--- config.mk ---
export PLATFORM = sky130hd
export DESIGN_NAME = pipe_hazard_ctrl
export DESIGN_NICKNAME = d
export VERILOG_FILES = /design/src/rtl/pipe_pkg.sv /design/src/rtl/load_use_detect.sv /design/src/rtl/pipe_hazard_ctrl.sv
export SDC_FILE = /design/constraint.sdc
export NUM_CORES = 1
export LEC_CHECK = 0
export ABC_AREA = 1
export ABC_CLOCK_PERIOD_IN_PS = 1900
export BUFFER_PORTS_ARGS = -buffer_cell sky130_fd_sc_hd__buf_2
export CELL_PAD_IN_SITES_DETAIL_PLACEMENT = 1
export CELL_PAD_IN_SITES_GLOBAL_PLACEMENT = 2
export CORE_ASPECT_RATIO = 1.2
export CORE_MARGIN = 4
export CORE_UTILIZATION = 26
export DETAILED_ROUTE_END_ITERATION = 8
export PLACE_DENSITY_LB_ADDON = 0.1
export SETUP_SLACK_MARGIN = 0.02
export SYNTH_ARGS = -nofsm -noshare
export SYNTH_HDL_FRONTEND = slang
export SYNTH_SLANG_ARGS = --single-unit
--- constraint.sdc ---
create_clock -name clk -period 1.9 [get_ports clk]
set_input_delay 0.38 -clock clk [delete_from_list [all_inputs] [get_ports clk]]
set_output_delay 0.38 -clock clk [all_outputs]
set_load 0.01 [all_outputs]
--- src/rtl/pipe_pkg.sv ---
// pipe_pkg: shared state encoding and constants for the pipeline hazard/halt control
package pipe_pkg;
  typedef enum logic [1:0] {
    RUN   = 2'd0,
    DRAIN = 2'd1,
    HALT  = 2'd2
  } state_t;
  localparam logic [4:0] REG_ZERO = 5'd0;
  localparam int DEF_DRAIN_CYCLES = 3;
endpackage

--- src/rtl/load_use_detect.sv ---
// load_use_detect: flags a load in EX whose destination is read by the instruction in ID
module load_use_detect
  import pipe_pkg::*;
(
  input  logic [4:0] id_rs,
  input  logic [4:0] id_rt,
  input  logic       id_uses_rt,
  input  logic       ex_mem_read,
  input  logic [4:0] ex_rt,
  output logic       lu
);
  assign lu = ex_mem_read && (ex_rt != REG_ZERO) &&
              ((ex_rt == id_rs) || (id_uses_rt && (ex_rt == id_rt)));
endmodule

--- src/rtl/pipe_hazard_ctrl.sv ---
// pipe_hazard_ctrl: load-use stall, branch flush and end-of-program drain/halt sequencing
module pipe_hazard_ctrl
  import pipe_pkg::*;
#(
  parameter int DRAIN_CYCLES = DEF_DRAIN_CYCLES,
  parameter int CNT_W        = 16
) (
  input  logic             clk,
  input  logic             rst_n,
  input  logic [4:0]       id_rs,
  input  logic [4:0]       id_rt,
  input  logic             id_uses_rt,
  input  logic             ex_mem_read,
  input  logic [4:0]       ex_rt,
  input  logic             ex_fin,
  input  logic             mem_branch_taken,
  output logic             pc_write,
  output logic             if_id_write,
  output logic             id_ex_bubble,
  output logic             if_id_flush,
  output logic             id_ex_flush,
  output logic             ex_mem_flush,
  output logic             halted,
  output logic [CNT_W-1:0] stall_cnt,
  output logic [CNT_W-1:0] flush_cnt
);
  localparam int DW = (DRAIN_CYCLES > 1) ? $clog2(DRAIN_CYCLES) : 1;
  state_t        st, st_nx;
  logic [DW-1:0] dcnt, dcnt_nx;
  logic          lu, stall_inc, flush_inc, flush_all, freeze;
  load_use_detect u_lu (
    .id_rs      (id_rs),
    .id_rt      (id_rt),
    .id_uses_rt (id_uses_rt),
    .ex_mem_read(ex_mem_read),
    .ex_rt      (ex_rt),
    .lu         (lu)
  );
  // Mealy next-state and control; reset forces no-event outputs, illegal encoding acts as HALT
  always_comb begin
    st_nx     = st;
    dcnt_nx   = dcnt;
    stall_inc = 1'b0;
    flush_inc = 1'b0;
    flush_all = 1'b0;
    freeze    = 1'b0;
    halted    = 1'b0;
    if (!rst_n) begin
      st_nx = RUN;
    end else if (st == RUN) begin
      if (mem_branch_taken) begin
        flush_all = 1'b1;
        flush_inc = 1'b1;
      end else if (ex_fin) begin
        freeze    = 1'b1;
        stall_inc = lu;
        st_nx     = DRAIN;
        dcnt_nx   = DW'(DRAIN_CYCLES - 1);
      end else if (lu) begin
        freeze    = 1'b1;
        stall_inc = 1'b1;
      end
    end else if (st == DRAIN) begin
      if (mem_branch_taken) begin
        flush_all = 1'b1;
        flush_inc = 1'b1;
        st_nx     = RUN;
      end else begin
        freeze  = 1'b1;
        st_nx   = (dcnt == '0) ? HALT : DRAIN;
        dcnt_nx = (dcnt == '0) ? dcnt : dcnt - DW'(1);
      end
    end else begin
      freeze = 1'b1;
      halted = 1'b1;
      st_nx  = HALT;
    end
  end
  assign pc_write     = !freeze;
  assign if_id_write  = !freeze;
  assign id_ex_bubble = freeze;
  assign if_id_flush  = flush_all;
  assign id_ex_flush  = flush_all;
  assign ex_mem_flush = flush_all;
  // State, drain countdown and saturating performance counters
  always_ff @(posedge clk or negedge rst_n) begin
    if (!rst_n) begin
      st        <= RUN;
      dcnt      <= '0;
      stall_cnt <= '0;
      flush_cnt <= '0;
    end else begin
      st   <= st_nx;
      dcnt <= dcnt_nx;
      if (stall_inc && !(&stall_cnt)) stall_cnt <= stall_cnt + CNT_W'(1);
      if (flush_inc && !(&flush_cnt)) flush_cnt <= flush_cnt + CNT_W'(1);
    end
  end
endmodule

# Word level (Yosys, flattened, before mapping)
# Index checks and enable logic that the tools add are counted.
[totals] elab_cells=64 in_bits=21 register_bits=36 output_inout_bits=39
[classes] eq_ne=9 addsub=3 n_mux=31 reduce_logical=17
[ops] operator="$add 16x1->16 const B" count=2
[ops] operator="$reduce_and 16->1" count=2
[ops] operator="$mux 2" count=13
[ops] operator="$mux 1" count=18
[ops] operator="$eq 5x5->1" count=2
[ops] operator="$ne 2x2->1 const B" count=4
[ops] operator="$ne 3x3->1 const B" count=2
[ops] operator="$reduce_and 6->1" count=1
[ops] operator="$logic_and 1x1->1" count=5
[ops] operator="$reduce_bool 5->1" count=1
[ops] operator="$logic_not 2->1" count=2
[ops] operator="$logic_not 1->1" count=3
[ops] operator="$eq 2x1->1 const B" count=1
[ops] operator="$reduce_and 2->1" count=1
[ops] operator="$reduce_bool 2->1" count=1
[ops] operator="$sub 2x1->2 const B" count=1
[ops] operator="$logic_or 1x1->1" count=1

# Longest topological paths before layout
[depth] ltp_word=10 mapped_depth=11 mapped_depth_nobuf=10

# Cells and area by module
# Synthesis repeated with hierarchy kept, for this count alone.
[hier_totals] cells_unflattened=382 hier_area_um2=2537.4
[modules_own_cells] mod="pipe_hazard_ctrl" cells_per_inst=330 area_each_um2=2331.0 n_inst=1 seq_area_each_um2=900.9
[modules_own_cells] mod="load_use_detect" cells_per_inst=52 area_each_um2=206.4 n_inst=1 seq_area_each_um2=0.0

# Worst setup path after synthesis
# No wires, ideal clock.
[synth_path] path_type="register to register" start="register stall_cnt[0]" end="register stall_cnt[8]" setup_slack_ps=301 arrival_time_ps=1535 synth_period_minus_slack_ps=1599 path_stages_with_launch=12 n_path_buf=1 setup_ps=64 t_required_ps=1836 path_cell_list="dfrtp_1 ha_1 nand3_2 nor2_2 nand2_1 nor2_2 nand2_2 clkinv_1 nor2_4 buf_12 nand2_2 nand2_2"
[synth_between] elab_chain_cells=3 word_cells_on_any_way=4 classes_between="1 x add/sub; 3 x reduce/logical"
[synth_lines] item="start: declaration" line="pipe_hazard_ctrl.sv:24" rtl="output logic [CNT_W-1:0] stall_cnt,"
[synth_lines] item="start signal: assignment" line="pipe_hazard_ctrl.sv:95" rtl="if (stall_inc && !(&stall_cnt)) stall_cnt <= stall_cnt + CNT_W'(1);"
[synth_lines] item="branches (longest 3 deep; another with $add 16x1->16)"
# Parallel ways; which one is timed is not known.
# A chain may end at the register's enable or synchronous reset.

# Final worst setup path
[layout_path] start="register st[1]" end="output port id_ex_bubble"
[layout_between] elab_chain_cells=4 word_cells_on_any_way=5 classes_between="1 x eq/ne; 3 x mux; 1 x reduce/logical"
[layout_lines] item="start: declaration" line="pipe_hazard_ctrl.sv:28" rtl="state_t st, st_nx;"
[layout_lines] item="start signal: assignment" line="pipe_hazard_ctrl.sv:93" rtl="st <= st_nx;"
[layout_lines] item="$eq 2x1->1" line="pipe_hazard_ctrl.sv:63" rtl="end else if (st == DRAIN) begin"
[layout_lines] item="$mux 1" line="pipe_hazard_ctrl.sv:63"
[layout_lines] item="$mux 1 (*)" line="pipe_hazard_ctrl.sv:50" rtl="end else if (st == RUN) begin"
[layout_lines] item="$mux 1 (*)" line="pipe_hazard_ctrl.sv:48" rtl="if (!rst_n) begin"
[layout_lines] item="end: declaration" line="pipe_hazard_ctrl.sv:19" rtl="output logic id_ex_bubble,"
# Every way passes the cells marked *; elsewhere a longest branch is shown, timed or not.

==> results.md <==
* Yosys cell types at 24
* Antenna Nets Post-Route at 0
* IO Pins at 60
* Synth Net Count at 349
* RD Place Congestion at 0.7435
* Most frequent cells in the layout: 110 x nand2_1, 59 x buf_2, 36 x dfrtp_1
* Post-synthesis sequential area ratio at 38.24%
* Synth Warn # at 0
* Leakage at about 0.0016 uW
* CP max stage delay at approximately 0.4 ns
* Max IR drop VDD at ~0.34 mV
* Synth area leader: dfrtp_1
* Multi-input gate area at 0.001247 sq mm
* Vias per cell at 4.386
* Crit-path slowest cell: dfrtp_1
* Clock root buffer: clkbuf_8
* CTS tree: done
* Wire per inst at around 13 microns
* Clock Power Share at 36.2%
* CTS buffer count at 5
* Congestion Overflow GR at 0
* Mean Syn Cell Area at 7.249 sq um
* Die Wd at 94.90 microns
* Top cell type's share of synthesized area at 38.24%
* Status: completed
* Crit path max fanout at 5
* Sequential power share at 44.4%
* Cell Count, Final, Fillers Out at just over 500
* Layout cell share with drive strength beyond 1 at 29.40%
* HP Class: in -> async
* DR pass1 iterations at 4
* Syn Inst Count at 325
* Comb pwr share at a little under 20%
* Vias in the first global route at 2,394
* Setup ws final at 0.1392 ns
* Crit path launch type: register
* Net Sw Frac at 29.71%
* CTS max path bufs at 2
* Port Buffers at 59
* Area contributors post-synth: dfrtp_1 38%, nand2_1 18%, nand2_2 5.8%, nor2_1 5.7%, inv_1 5.3%
* Fmax at 0.5679 GHz
* Initial antenna violation count at 0
* DRC viols at 0
* Clk Latency, worst-skew pair at 0.30 ns
* Area delta synth->final at 26.02%
* Fin. max-slew vios at 0
* Sw Pwr at 629.8 uW
* Std-Cell Core Area at roughly 0.0087 sq mm
* Worst slew pin tran at between 0.5 and 0.6 ns
* Setup TNS at 0 ns
* Hold WS at 0.06880 ns
* Cell Pwr Density at 713.9 mW/mm^2
* Crit path cell chain: or2_4 -> nor2_2 -> nand2_1 -> nand3_2 -> inv_1 -> buf_2
* Dpl hpwl at 5302 microns
* Layout Nets at 421
* Total die area at approximately 0.011 sq mm
* Tmin final at 1.761 ns
* Power Internal at around 1500 uW
* Clock-pin slew on the worst setup and hold paths at 0.08 ns
* Commonest non-fill, non-tap cell in the layout: nand2_1
* DR iter-0 viols at 24
* # hold bufs at CTS at 0
* CP required at 1.52 ns
* Max capacitance violation total at 0
* Crit Path Category: reg -> out
* CTS H-Tree Depth at 2
* Final worst-path cycle share at 92.68%
* Final setup viols at 0
* Layout Utilization at about a third
* Final Hold Violating Endpoints at 0
* Antenna cells at 0
* Slew HR at 63.90%
* Filler instances at around 1,100
* Cell Area, Synth at approximately 0.0024 sq mm
* Setup Skew at 0.01376 ns
* Arr. time, crit path at between 1 and 1.5 ns
* Total GRT Usage at 13.52%
* Initial core utilization at 27.07%
* Register area at roughly 900 sq um
* Unrepaired setup endpoints after global routing: false
* Synthesis-stage register bit count at 36
* Routed via count at 2,259
* Post-placement setup slack at 0.06200 ns
* Std cell rows at 37
* First-pass GRT wire length at 11,320 microns
* Die Span Y at 112.3 microns
* Final wirelength at 6670 microns
* CTS sink count at 36
* Largest net degree at the start of global routing at 29
* Placed insts at 504
* Crit end category: primary output
-- routing by layer --
| metal | global-route usage (%) | part of all wire (%) |
|---|---|---|
| met1 | 16.23 | 42 |
| met2 | 24.08 | 54 |
| met3 | 2.346 | 3.0 |
| met4 | 4.331 | 1.4 |
| met5 | 0 | 0 |
-- Yosys cell counts --
library cell and instances:
inv_2 6, clkinv_1 1, xor2_1 14, dfrtp_1 36, a211oi_1 1, nand4_1 6, buf_12 1, nor3_1 8
nor2_2 3, nand4_4 1, nand2_2 22, nand3_2 2, buf_8 1, o21ai_0 6, ha_1 3, nand3_1 14
buf_4 4, or2_4 1, nor2_4 1, xnor2_1 14, inv_1 33, nor2_1 36, a31oi_1 1, nand2_1 110
-- critical path, delay by kind of cell (launching register included) --
family                 cells  cell delay, ns
buffers and inverters      2            0.17
AND/OR/NAND/NOR            4            0.52
flip-flops                 1            0.40
-- sequential cells by signal (all words and copies together) (netlist names) --
register and flops:
st 2, dcnt 2, flush_cnt 16, stall_cnt 16
-- stage by stage --
stage	total power, uW	cell area (sq um)
floorplan	1177	2356
global placement	1367	2800
detailed placement	1376	2800
CTS	2161	2927
global route	2269	2969
finish	2120	2969
-- final timing paths --
check / start / slack [ns] / to / cells after the start
max in group asynchronous: rst_n / 1.43 / stall_cnt[15] / 2
setup / recovery: st[1] / 0.14 / id_ex_bubble / 6
min in group clk: mem_branch_taken / 0.39 / st[1] / 4
setup reg to reg: flush_cnt[0] / 0.26 / flush_cnt[3] / 8
hold / removal: rst_n / 0.07 / dcnt[1] / 2
hold reg to reg: flush_cnt[7] / 0.52 / flush_cnt[7] / 1
-- logic make-up (layout without fill, tap and decap cells) --
kind of cell	Yosys count	count (layout)	synth area share (%)
flops	36	36	38.24
simple gates	204	204	38.77
compound gates	8	8	1.859
xor+xnor	28	28	10.41
fa+ha+maj	3	3	1.593
buf+inv	46	119	9.134
-- timing repair --
action                     CTS  global route
setup endpoints to repair    0            19
buffers inserted             0             3
gates resized for setup      0             2
-- layout make-up --
cell class / count / share of cell area, %
clock inverters: 1 / 1.011
well taps: 117 / 4.930
flip-flops and latches: 36 / 30.34
clock buffers: 7 / 3.245
inverters: 40 / 5.057
multi-input cells: 243 / 42.01
repair buffers: 71 / 13.40
-- power by group through the flow --
stage               clock network (uW)  registers, uW  logic [uW]
floorplan                            0            980         198
global placement                     0            958         410
detailed placement                   0            958         418
CTS                                797            945         419
global route                       835            960         474
finish                             768            942         410
Power figures use the tool's default switching activity.
